<file path="config.mk">
export PLATFORM = sky130hd
export DESIGN_NAME = l2_prefetch_arbiter
export DESIGN_NICKNAME = d
export VERILOG_FILES = /design/src/rtl/lc3b_types.sv /design/src/rtl/l2_prefetch_arbiter_control.sv /design/src/rtl/l2_prefetch_arbiter.sv
export SDC_FILE = /design/constraint.sdc
export NUM_CORES = 1
export LEC_CHECK = 0
export ABC_AREA = 0
export CORE_AREA = 4 4 269 271
export DETAILED_ROUTE_END_ITERATION = 10
export DIE_AREA = 0 0 273 275
export PLACE_DENSITY = 0.37
export SLEW_MARGIN = 40
export SYNTH_ARGS = -nofsm -noshare
export SYNTH_HDL_FRONTEND = slang
export SYNTH_SLANG_ARGS = --single-unit
</file>
<file path="constraint.sdc">
create_clock -name clk -period 2 [get_ports clk]
set_clock_uncertainty 0.2 [all_clocks]
set_input_delay 0.2 -clock clk [delete_from_list [all_inputs] [get_ports clk]]
set_output_delay 0.2 -clock clk [all_outputs]
set_load 0.005 [all_outputs]
</file>
<file path="src/rtl/lc3b_types.sv">
`default_nettype none
// +----------------------------------------------------------------------+
// | lc3b_types : shared word/block types and L2 prefetch FSM encoding    |
// | Revision   : 1.0                                                     |
// +----------------------------------------------------------------------+
package lc3b_types;

   typedef logic [15:0]  lc3b_word;
   typedef logic [127:0] lc3b_block;

   typedef enum logic [2:0] {
      IDLE     = 3'd0,
      DEMAND   = 3'd1,
      BUF_HIT  = 3'd2,
      PF_FETCH = 3'd3,
      PF_OFFER = 3'd4
   } l2pf_state_t;

   // Address of the following line; the line index wraps at the top of memory.
   function automatic lc3b_word next_line(input lc3b_word addr, input int unsigned log_bytes);
      lc3b_word idx;
      idx = addr >> log_bytes;
      idx = idx + 16'd1;
      return idx << log_bytes;
   endfunction

endpackage
`default_nettype wire

</file>
<file path="src/rtl/l2_prefetch_arbiter_control.sv">
`default_nettype none
// +----------------------------------------------------------------------+
// | l2_prefetch_arbiter_control : arbitration FSM and prefetch flags     |
// | Revision : 1.0                                                       |
// +----------------------------------------------------------------------+
module l2_prefetch_arbiter_control
   import lc3b_types::*;
#(
   parameter int PF_ENABLE = 1
) (
   input  logic clk,
   input  logic reset,
   input  logic demand_read,
   input  logic demand_write,
   input  logic line_match,
   input  logic pmem_resp,
   input  logic done_prefetch,
   input  logic no_prefetch,
   output logic sel_demand,
   output logic sel_prefetch,
   output logic load_pf_addr,
   output logic load_buf,
   output logic l2_resp,
   output logic resp_from_buf,
   output logic offer,
   output logic pf_busy
);

   l2pf_state_t state_q, state_d;
   logic        pf_pending_q, pf_pending_d;
   logic        buf_valid_q, buf_valid_d;
   logic        demand, hit;

   always_ff @(posedge clk) begin
      if (reset) begin
         state_q      <= IDLE;
         pf_pending_q <= 1'b0;
         buf_valid_q  <= 1'b0;
      end else begin
         state_q      <= state_d;
         pf_pending_q <= pf_pending_d;
         buf_valid_q  <= buf_valid_d;
      end
   end

   assign demand = demand_read | demand_write;
   assign hit    = demand_read & buf_valid_q & line_match;

   always_comb begin
      state_d       = state_q;
      pf_pending_d  = pf_pending_q;
      buf_valid_d   = buf_valid_q;
      sel_demand    = 1'b0;
      sel_prefetch  = 1'b0;
      load_pf_addr  = 1'b0;
      load_buf      = 1'b0;
      l2_resp       = 1'b0;
      resp_from_buf = 1'b0;
      offer         = 1'b0;
      case (state_q)
         IDLE: begin
            if (demand)            state_d = hit ? BUF_HIT : DEMAND;
            else if (pf_pending_q) state_d = PF_FETCH;
            else if (buf_valid_q)  state_d = PF_OFFER;
         end
         DEMAND: begin
            sel_demand = 1'b1;
            if (pmem_resp) begin
               l2_resp = 1'b1;
               state_d = IDLE;
               if (demand_read) begin
                  if (PF_ENABLE != 0) begin
                     pf_pending_d = 1'b1;
                     buf_valid_d  = 1'b0;
                     load_pf_addr = 1'b1;
                  end
               end else if (line_match) begin
                  // A writeback makes any pending or buffered copy of that line stale.
                  pf_pending_d = 1'b0;
                  buf_valid_d  = 1'b0;
               end
            end
         end
         BUF_HIT: begin
            l2_resp       = 1'b1;
            resp_from_buf = 1'b1;
            buf_valid_d   = 1'b0;
            state_d       = IDLE;
            if (PF_ENABLE != 0) begin
               pf_pending_d = 1'b1;
               load_pf_addr = 1'b1;
            end
         end
         PF_FETCH: begin
            sel_prefetch = 1'b1;
            if (pmem_resp) begin
               load_buf     = 1'b1;
               buf_valid_d  = 1'b1;
               pf_pending_d = 1'b0;
               state_d      = IDLE;
            end
         end
         PF_OFFER: begin
            if (demand) begin
               state_d = hit ? BUF_HIT : DEMAND;
            end else begin
               offer = 1'b1;
               if (done_prefetch | no_prefetch) begin
                  buf_valid_d = 1'b0;
                  state_d     = IDLE;
               end
            end
         end
         default: state_d = IDLE;
      endcase
   end

   assign pf_busy = pf_pending_q | (state_q == PF_FETCH);

endmodule
`default_nettype wire

</file>
<file path="src/rtl/l2_prefetch_arbiter.sv">
`default_nettype none
// +----------------------------------------------------------------------+
// | l2_prefetch_arbiter : next-line prefetcher and pmem arbiter for L2   |
// | Revision : 1.0                                                       |
// +----------------------------------------------------------------------+
module l2_prefetch_arbiter
   import lc3b_types::*;
#(
   parameter int PF_ENABLE      = 1,
   parameter int LOG_LINE_BYTES = 4
) (
   input  logic         clk,
   input  logic         reset,
   input  logic         l2_pmem_read,
   input  logic         l2_pmem_write,
   input  logic [15:0]  l2_pmem_address,
   input  logic [127:0] l2_pmem_wdata,
   output logic         l2_pmem_resp,
   output logic [127:0] l2_pmem_rdata,
   output logic         pmem_read,
   output logic         pmem_write,
   output logic [15:0]  pmem_address,
   output logic [127:0] pmem_wdata,
   input  logic         pmem_resp,
   input  logic [127:0] pmem_rdata,
   output logic         prefetch_ready,
   output logic         prefetch_busy,
   output logic [15:0]  prefetch_address,
   output logic [127:0] prefetch_wdata,
   input  logic         no_prefetch,
   input  logic         done_prefetch
);

   // pf_addr doubles as the buffered line's address once the fetch lands.
   lc3b_word  pf_addr_q, pf_addr_d;
   lc3b_block buf_data_q, buf_data_d;

   logic line_match;
   logic sel_demand, sel_prefetch, load_pf_addr, load_buf;
   logic l2_resp, resp_from_buf, offer;

   assign line_match = (l2_pmem_address[15:LOG_LINE_BYTES] == pf_addr_q[15:LOG_LINE_BYTES]);

   l2_prefetch_arbiter_control #(
      .PF_ENABLE (PF_ENABLE)
   ) u_control (
      .clk           (clk),
      .reset         (reset),
      .demand_read   (l2_pmem_read),
      .demand_write  (l2_pmem_write),
      .line_match    (line_match),
      .pmem_resp     (pmem_resp),
      .done_prefetch (done_prefetch),
      .no_prefetch   (no_prefetch),
      .sel_demand    (sel_demand),
      .sel_prefetch  (sel_prefetch),
      .load_pf_addr  (load_pf_addr),
      .load_buf      (load_buf),
      .l2_resp       (l2_resp),
      .resp_from_buf (resp_from_buf),
      .offer         (offer),
      .pf_busy       (prefetch_busy)
   );

   always_comb begin
      pf_addr_d  = pf_addr_q;
      buf_data_d = buf_data_q;
      if (load_pf_addr) pf_addr_d  = next_line(l2_pmem_address, LOG_LINE_BYTES);
      if (load_buf)     buf_data_d = pmem_rdata;
   end

   always_ff @(posedge clk) begin
      if (reset) begin
         pf_addr_q  <= '0;
         buf_data_q <= '0;
      end else begin
         pf_addr_q  <= pf_addr_d;
         buf_data_q <= buf_data_d;
      end
   end

   always_comb begin
      pmem_read        = (sel_demand & l2_pmem_read) | sel_prefetch;
      pmem_write       = sel_demand & l2_pmem_write & ~l2_pmem_read;
      pmem_address     = '0;
      pmem_wdata       = '0;
      l2_pmem_rdata    = '0;
      prefetch_address = '0;
      prefetch_wdata   = '0;
      if (sel_prefetch) begin
         pmem_address = pf_addr_q;
      end else if (sel_demand) begin
         pmem_address = l2_pmem_address;
         pmem_wdata   = l2_pmem_wdata;
      end
      if (resp_from_buf)  l2_pmem_rdata = buf_data_q;
      else if (l2_resp)   l2_pmem_rdata = pmem_rdata;
      if (offer) begin
         prefetch_address = pf_addr_q;
         prefetch_wdata   = buf_data_q;
      end
   end

   assign l2_pmem_resp   = l2_resp;
   assign prefetch_ready = offer;

endmodule
`default_nettype wire
</file>
After elaboration in Yosys (flattened, before gate mapping)
Index checks and enable logic that the tools add are counted.
- register bits after elaboration: 145
- output and inout bits: 421
- word-level logic and storage cells: 74
- add/sub/neg operators: 1
- equal/unequal tests: 13
- muxes and demuxes: 38
- bitwise gates (word level): 10
- reductions and logical operators: 7
- operators with widths (kind ; count):
    $mux 128 ; 5
    $mux 16 ; 3
    $mux 1 ; 18
    $mux 3 ; 6
    $add 12x1->12 const B ; 1
    $eq 12x12->1 ; 1
    $pmux 3 s3 ; 1
    $eq 3x2->1 const B ; 2
    $ne 2x2->1 const B ; 3
    $reduce_and 6->1 ; 1
    $and 1x1->1 ; 5
    $ne 2x1->1 const B ; 2
    $ne 4x1->1 const B ; 1
    $or 1x1->1 ; 4
    $pmux 1 s2 ; 2
    $pmux 1 s4 ; 1
    $reduce_and 4->1 ; 1
    $reduce_bool 4->1 ; 1
    $eq 3x1->1 const B ; 1
    $eq 3x3->1 const B ; 1
    $logic_not 3->1 ; 1
    $ne 3x1->1 const B ; 1
    $ne 3x2->1 const B ; 1
    $pmux 1 s3 ; 1
    5 further kinds ; 5

Depth between registers and ports, before layout
Gate-level depths: netlist (run 1).
- depth after elaboration: 5
- mapped depth: 7
- mapped depth without buffers: 5

Cells and area by module
Synthesis (run 1) repeated with hierarchy kept, for this count alone.
- cell total of the unflattened synthesis: 1325
- area total of the unflattened synthesis: 9370.2 um2
- modules (own cells, without submodules) (module ; times used ; cells an instance ; area each (um2) ; sequential area each (um2)):
    l2_prefetch_arbiter ; 1 ; 1279 ; 9011.1 ; 2802.7
    l2_prefetch_arbiter_control ; 1 ; 46 ; 359.1 ; 100.1

Least setup slack after synthesis (run 1)
OpenSTA, ideal clock, no wires.
- path kind: register to output
- start point: reg u_control.state_q[0]
- end point: out prefetch_address[4]
- arrival: 1.344 ns
- setup slack: 0.256 ns
- cell stages (with the launch flop): 6
- path buffers: 3
- cell sequence: dfxtp_1 buf_2 nor4_4 buf_4 buf_2 and3_1
- cells in the longest elaborated chain, start to end: 3
- RTL lines (item ; RTL line ; source):
    from (decl) ; l2_prefetch_arbiter_control.sv:29 ; l2pf_state_t state_q, state_d;
    from (signal assigned) ; l2_prefetch_arbiter_control.sv:40 ; state_q <= state_d;
    $eq 3x3->1 ; l2_prefetch_arbiter_control.sv:60 ; case (state_q)
    $mux 1 ; l2_prefetch_arbiter_control.sv:60 ;
    $mux 16 ; l2_prefetch_arbiter.sv:98 ; if (offer) begin
    to (decl) ; l2_prefetch_arbiter.sv:28 ; output logic [15:0] prefetch_address,
Every way passes these cells.

Worst setup path after layout (run 1)
- start point: reg u_control.state_q[1]
- end point: out prefetch_wdata[103]
- cells in the longest elaborated chain, start to end: 3
- RTL lines (item ; RTL line ; source):
    $eq 3x3->1 ; l2_prefetch_arbiter_control.sv:60 ;
    $mux 1 ; l2_prefetch_arbiter_control.sv:60 ;
    $mux 128 ; l2_prefetch_arbiter.sv:98 ;
    to (decl) ; l2_prefetch_arbiter.sv:29 ; output logic [127:0] prefetch_wdata,
Every way passes these cells.

==> impl_metrics.csv, run 1 <==
group,metric,value,unit
worst_setup_path,critPathArrivalTime,2310,ps
die,die_area,0.0751,mm2
power_and_ir_drop,cellPowerDensity,478,mW/mm2
worst_setup_path,critPathTopFamily,"buffers and inverters",
sta,setup_ws,-706,ps
final_layout,fin_util,28.6,%
synthesis,netlist_instances,1476,
clock_tree,clock-sinks,145,
synthesis,synth_top_cell_by_area,"dfxtp_1",
hold_path,hp-class,"in2reg",
flow_run,drv_cap,0,
worst_setup_path,startpoint_type,"register",
synthesis,synth_seq_cells,145,
final_layout,final_layout_size_suffix_gt1_share,25.1,%
route,wirelength,71200,um
power_and_ir_drop,ir_drop,0.000432,V
worst_setup_path,critPathMaxStageDelay,500,ps
clock_tree,clock_latency,480,ps
global_route,grt_max_degree,71,
status,violations,"setup timing",
clock_tree,cts_tree,"done",
sta,timing.final.crit_share,135,%
global_route,grt_pass1_wl,95300,um
synthesis,synth_area_leaders,"dfxtp_1 31%, nand2_1 21%, a21oi_1 14%",
global_route,antenna_found_initial,3,
sta,slew_violations,0,
synthesis,synth_cell_types,44,
route,viasPerCell,4.11,
global_route,overflow,0,
place,gp_congestion,0.924,
route,dr.pass1.iters,5,
worst_setup_path,critPathRequiredTime,1600,ps
clock_tree,htree_levels,4,
final_layout,multi_input_area,0.00635,mm2
synthesis,avgSynthCellArea,6.38,um2
route,vias,13200,
clock_tree,clk_pin_slew,70,ps
synthesis,yosysWarnings,0,
power_and_ir_drop,finalPower,9.54,mW
clock_tree,numCtsBuffers,17,
worst_setup_path,worstPathMaxFanout,27,
worst_setup_path,slowest_stage,"clkdlybuf4s50_1",
power_and_ir_drop,leakagePower,9.65,nW
global_route,first_global_vias,13100,
route,drc,0,
place,portBuffers,695,
synthesis,synthArstFlopShare,0,%
worst_setup_path,path_class,"reg2out",
route,ant_nets,0,
sta,hold_viol,0,
synthesis,synth_edf_count,0,
die,rows,97,
synthesis,ys.flop_type,"dfxtp_1",
route,post_drt_wl_per_cell,22.3,um
place,pre_cts_ws,-664,ps
sta,fin_tns_setup,-170750,ps
synthesis,ys_seq_area_share,30.8,%
worst_setup_path,endpoint_kind,"output port",
sta,timing.fmax,0.370,GHz
clock_tree,root_buffer,"clkbuf_16",
final_layout,fin_nets,2525,
sta,min_period,2710,ps
die,start_util,13.5,%
die,core,0.0698,mm2
place,place_hpwl,51700,um
die,die_x,273,um
worst_setup_path,r2r_slack,180,ps
sta,setup_viol,417,
worst_setup_path,crit_chain,"nor4_4, buf_6, buf_12, and3_1, clkdlybuf4s50_1",
final_layout,seq_area,0.00291,mm2
final_layout,syn_to_final_growth,112,%
synthesis,netlist.area_leader.share,30.8,%
clock_tree,clock_path_buffers,2,
die,die_y,275,um
synthesis,syn_area,0.00941,mm2
die,io_pins,700,
worst_setup_path,worst-path-buf-inv,3,
sta,rsz0062_at_grt,"yes",
global_route,grt_use_total,17.3,%
route,drtIter0Drc,724,
final_layout,nFillCells,7684,
status,outcome,"finished, violations left",
-- power breakdown --
part | internal (mW) | switching (mW)
registers | 2.91 | 0.0348
clock network | 2.28 | 1.42
logic | 1.61 | 1.28
total | 6.81 | 2.74
-- registers in the layout (all words and copies together), names as in the netlist --
register and cells:
u_control.pf_pending_q 1, u_control.buf_valid_q 1, buf_data_q 128, pf_addr_q 12, u_control.state_q 3
-- what timing repair did --
action / 4_1_cts / 5_1_grt
buffers inserted: 20 / 54
endpoints found under the setup margin: 417 / 417
gates cloned: 13 / 12
gates resized for setup: 475 / 490
pin swaps: 29 / 13
hold buffers: 1 / 0
endpoints found under the hold margin: 13 / 0
-- worst register-to-register path: cells and delay by family (launching register included) --
| kind | cells | cell delay [ps] |
|---|---|---|
| AOI/OAI and AO/OA | 1 | 120 |
| buffers and inverters | 4 | 670 |
| DFF | 1 | 370 |
| and+or+nand+nor | 3 | 380 |
-- path summary, 6_finish.rpt --
check,end,startpoint,depth (start not counted)
setup / recovery,prefetch_wdata[103],u_control.state_q[1],5
hold / removal,buf_data_q[107],pmem_rdata[107],3
setup reg to reg,buf_data_q[56],u_control.state_q[2],8
hold reg to reg,buf_data_q[107],buf_data_q[107],2
-- Yosys cell counts (2+ instances only) --
cell type / number
nand3_1: 4
and3_1: 140
inv_1: 5
o22ai_1: 2
mux2i_1: 13
xor2_1: 2
nand2b_1: 5
dfxtp_1: 145
nor4_1: 2
o21ai_0: 2
xnor2_1: 20
nor2_1: 34
clkbuf_2: 7
buf_1: 8
buf_2: 65
nand2_1: 522
nor2b_1: 2
and2_1: 133
nor3_1: 7
clkbuf_1: 60
nand4_1: 4
buf_4: 8
a21oi_1: 256
a211oi_1: 10
-- cell families (layout without fill, tap and decap cells) --
logic type / count (synthesis) / after routing / share of synthesized area [%]
flops: 145 / 145 / 30.8
xor+xnor: 22 / 22 / 2.05
fa+ha+maj: 1 / 1 / 0.133
simple gates: 861 / 861 / 42.6
buf+inv: 153 / 932 / 7.38
mux: 13 / 13 / 1.38
other cells: 1 / 6 / 0.0398
compound gates: 280 / 280 / 15.6
-- cell usage in the layout (no fill, tap or decap), types with 16 or more instances in the layout --
cell / instances
dfxtp_1: 142
a21oi_2: 62
clkbuf_16: 29
clkdlybuf4s50_1: 343
xnor2_1: 20
dlygate4sd2_1: 96
nand2_2: 20
and2_1: 122
nand2_1: 491
clkbuf_2: 84
buf_4: 114
nor2_1: 32
buf_6: 25
and3_1: 133
buf_12: 46
buf_2: 84
a21oi_1: 194
clkdlybuf4s15_2: 16
dlymetal6s2s_1: 49
-- metrics by stage --
step,hold slack (ps),cells,instance area (um2)
after floorplan,95.6,1479,9430
after global placement,253,3071,18100
after detailed placement,261,3071,18100
after CTS,45.4,3137,19500
after global routing,80.7,3198,20000
final,81.1,3200,20000
-- layout make-up --
type	count	share of cell area (%)
repair buffers	895	44.3
inverters	5	0.0939
multi-input cells	1181	31.8
clock buffers	20	2.29
diodes	2	0.0251
clock inverters	12	1.01
flip-flops and latches	145	14.6
well taps	940	5.89
-- metal layers --
metal / up-vias / track usage (%) / wire length (um) / share of wire (%)
li1: 6346 / - / - / -
met1: 6290 / 21.0 / 30000 / 42
met2: 465 / 29.4 / 34100 / 48
met3: 57 / 5.96 / 5830 / 8.2
met4: 0 / 4.00 / 1300 / 1.8
met5: - / 0 / 0 / 0
No activity file was read; power rests on OpenSTA's default activity.
==> run 2: changes to the inputs <==
- CORE_AREA: 4 4 269 271 -> 4 4 268 270
- DIE_AREA: 0 0 273 275 -> 0 0 272 274
- DONT_BUFFER_PORTS: unset -> 1
- PLACE_DENSITY: 0.37 -> 0.3
==> run 2 against run 1 <==
The run now fails in 5_1_grt. Synthesized area unchanged. Synthesized cell count is the same.
==> impl_metrics.csv, run 2 <==
group,metric,value,unit
synthesis,netlist.area_leader.share,30.8,%
clock_tree,clock_path_buffers,2,
global_route,first_global_vias,22300,
synthesis,synth_edf_count,0,
global_route,grt_use_total,71.4,%
status,haltStage,"5_1_grt",
clock_tree,htree_levels,4,
clock_tree,clock-sinks,145,
synthesis,netlist_instances,1476,
synthesis,synth_area_leaders,"dfxtp_1 31%, nand2_1 21%, a21oi_1 14%",
place,gp_congestion,1.40,
global_route,grt_max_degree,148,
synthesis,syn_area,0.00941,mm2
die,die_x,272,um
synthesis,synth_cell_types,44,
die,die_y,274,um
synthesis,synth_most_common_cell,"nand2_1",
synthesis,synthArstFlopShare,0,%
global_route,overflow,344,
place,portBuffers,0,
global_route,grt_pass1_wl,351000,um
synthesis,ys.flop_type,"dfxtp_1",
clock_tree,numCtsBuffers,17,
synthesis,avgSynthCellArea,6.38,um2
die,start_util,13.5,%
place,place_hpwl,204000,um
status,error,"[ERROR GRT-0116] Global routing finished with congestion. Check the congestion regions in the DRC Viewer.",
die,rows,97,
synthesis,synth_common_cells,"522 x nand2_1, 256 x a21oi_1, 145 x dfxtp_1",
synthesis,yosysWarnings,0,
die,io_pins,700,
synthesis,synth_seq_cells,145,
synthesis,ys_seq_area_share,30.8,%
place,pre_cts_ws,-1760,ps
synthesis,synth_top_cell_by_area,"dfxtp_1",
clock_tree,root_buffer,"clkbuf_16",
status,outcome,"stopped before the end",
==> run 2: timing repair <==
item                                    4_1_cts
gates cloned                                  9
resized for setup                           355
hold buffers                                  4
endpoints found under the setup margin      562
endpoints found under the hold margin       145
pin swaps                                    27
buffers inserted                             17
==> run 2: cell families after synthesis <==
| family | count (synthesis) | synth area share, % |
|---|---|---|
| AND/OR/NAND/NOR | 861 | 42.6 |
| buffers and inverters | 153 | 7.38 |
| XOR/XNOR | 22 | 2.05 |
| flip-flops | 145 | 30.8 |
| multiplexers | 13 | 1.38 |
| AO/OA/AOI/OAI | 280 | 15.6 |
| other | 1 | 0.0398 |
| adder cells (fa/ha/maj) | 1 | 0.133 |
==> run 2: per-stage QoR <==
| stage | std cells | area, um2 | TNS, ps |
|---|---|---|---|
| after floorplan | 1479 | 9430 | 0 |
| after global placement | 2376 | 11300 | -609420 |
| after detailed placement | 2377 | 11400 | -403250 |
| after CTS | 2439 | 13900 | -393720 |
==> run 2: metal layers <==
metal	overflow	global-route usage [%]
met1	17	72.6
met2	185	89.2
met3	11	57.3
met4	128	63.2
met5	3	25.7
==> run 3: changes to the inputs <==
- CORE_AREA: 4 4 268 270 -> 4 4 269 271
- DIE_AREA: 0 0 272 274 -> 0 0 273 275
- PLACE_DENSITY: 0.3 -> unset
- PLACE_DENSITY_LB_ADDON: unset -> 0.15
==> run 3 against run 2 <==
The flow now finishes, with violations (hold timing, setup timing).
==> impl_metrics.csv, run 3 (synthesis gave the netlist of run 1 again) <==
group,metric,value,unit
status,outcome,"finished, violations left",
status,violations,"hold timing, setup timing",
flow_run,drv_cap,0,
power_and_ir_drop,finalPower,8.66,mW
final_layout,mostFrequentLayoutCells,"508 x nand2_1, 148 x a21oi_1, 142 x dfxtp_1",
worst_setup_path,critPathMaxStageDelay,360,ps
sta,setup_ws,-311,ps
final_layout,final_layout_size_suffix_gt1_share,21.7,%
worst_setup_path,rr_endpoint,"u_control.state_q[1]",
die,die_x,273,um
worst_setup_path,endpoint_kind,"output port",
global_route,overflow,0,
place,portBuffers,0,
worst_setup_path,critPathArrivalTime,1910,ps
worst_setup_path,r2r_slack,160,ps
final_layout,final_common_cell,"nand2_1",
sta,slew_violations,0,
die,start_util,13.5,%
worst_setup_path,critPathTopFamily,"buffers and inverters",
global_route,met2_usage,26.8,%
global_route,first_global_vias,10900,
power_and_ir_drop,ir_drop,0.000481,V
die,die_y,275,um
final_layout,fin_util,20.7,%
route,drc,0,
die,core,0.0698,mm2
route,dr.pass1.iters,4,
die,die_area,0.0751,mm2
worst_setup_path,slowest_stage,"dfxtp_4",
worst_setup_path,startpoint_type,"register",
clock_tree,clk_pin_slew,70,ps
worst_setup_path,worst-path-buf-inv,5,
worst_setup_path,critPathRequiredTime,1600,ps
die,rows,97,
route,post_drt_wl_per_cell,27.7,um
worst_setup_path,crit_chain,"buf_4, nor2_4, buf_12, buf_16, buf_12, nand2_1, a21oi_2, buf_4",
power_and_ir_drop,leakagePower,5.56,nW
place,place_hpwl,51100,um
sta,setup_viol,405,
global_route,grt_use_met3,7.06,%
final_layout,largest_registers,"buf_data_q (128), pf_addr_q (12), u_control.state_q (3)",
place,pre_cts_ws,15.0,ps
global_route,grt_pass1_wl,90300,um
route,wirelength,70200,um
worst_setup_path,reg2regPathDepth,7,
global_route,antenna_found_initial,21,
sta,slew_headroom,59.0,%
final_layout,max_flop_register,"buf_data_q",
global_route,gr-usage-met1,21.6,%
hold_path,hp-class,"in2reg",
route,drtIter0Drc,645,
sta,timing.final.crit_share,116,%
worst_setup_path,path_class,"reg2out",
clock_tree,holdBufCountCts,96,
sta,hold_ws,-408,ps
final_layout,syn_to_final_growth,53.5,%
hold_path,hold_start,"reset",
route,viasPerCell,4.36,
route,vias,11100,
clock_tree,clock_latency,470,ps
sta,rsz0062_at_grt,"yes",
hold_path,min_path_cells,1,
final_layout,fin_nets,1861,
clock_tree,clock_path_buffers,2,
route,ant_nets,0,
clock_tree,numCtsBuffers,17,
final_layout,largest_register_ffs,128,
worst_setup_path,r2r-start,"u_control.state_q[0]",
sta,worst_pin_slew,615,ps
worst_setup_path,worstPathMaxFanout,13,
hold_path,min_to,"pf_addr_q[8]",
die,io_pins,700,
clock_tree,htree_levels,4,
clock_tree,cts_tree,"done",
place,gp_congestion,1.14,
global_route,grt_busiest_layer,"met2",
sta,fin_tns_setup,-91710,ps
sta,min_period,2310,ps
clock_tree,root_buffer,"clkbuf_16",
global_route,grt_use_total,16.9,%
clock_tree,clock-sinks,145,
sta,timing.fmax,0.433,GHz
power_and_ir_drop,cellPowerDensity,599,mW/mm2
global_route,grt_max_degree,148,
sta,hold_viol,145,
-- run 3: metrics by stage --
step                cell area, um2  instances
floorplan                     9430       1479
global placement             11200       2367
detailed placement           11200       2367
CTS                          13700       2511
global route                 14500       2535
finish                       14500       2536
-- run 3: timing repair --
action,CTS,global route
setup endpoints to repair,413,411
hold endpoints to repair,145,145
gates resized for setup,159,102
pin swaps,16,12
cloned,7,13
setup buffers,9,10
-- run 3: cell type report --
cell class | count | area (um2)
Fill cell | 7924 | 55300
Multi-Input combinational cell | 1181 | 6630
Timing Repair Buffer | 231 | 3060
Sequential cell | 145 | 2910
Tap cell | 940 | 1180
Clock buffer | 19 | 443
Clock inverter | 13 | 208
Inverter | 5 | 18.8
Antenna cell | 2 | 5.00
-- run 3: worst max path at each step --
| stage | start | to | depth (start not counted) |
|---|---|---|---|
| floorplan | u_control.state_q[0] | prefetch_address[4] | 5 |
| global placement | u_control.state_q[0] | l2_pmem_rdata[84] | 7 |
| detailed placement | u_control.state_q[0] | l2_pmem_rdata[125] | 8 |
| CTS | u_control.state_q[0] | l2_pmem_rdata[125] | 8 |
| global route | u_control.state_q[0] | prefetch_wdata[88] | 5 |
| finish | u_control.state_q[0] | l2_pmem_rdata[79] | 8 |
-- run 3: power breakdown --
part | switching, mW | internal [mW] | leakage, nW
registers | 0.0254 | 2.91 | 1.17
clock network | 1.46 | 2.24 | 0.306
logic | 1.17 | 0.855 | 4.08
total | 2.65 | 6.01 | 5.56
-- run 3: metal layers --
layer,vias to the layer above,wire length (um)
li1,5027,-
met1,5500,30900
met2,470,32100
met3,63,6300
met4,2,839
met5,-,13
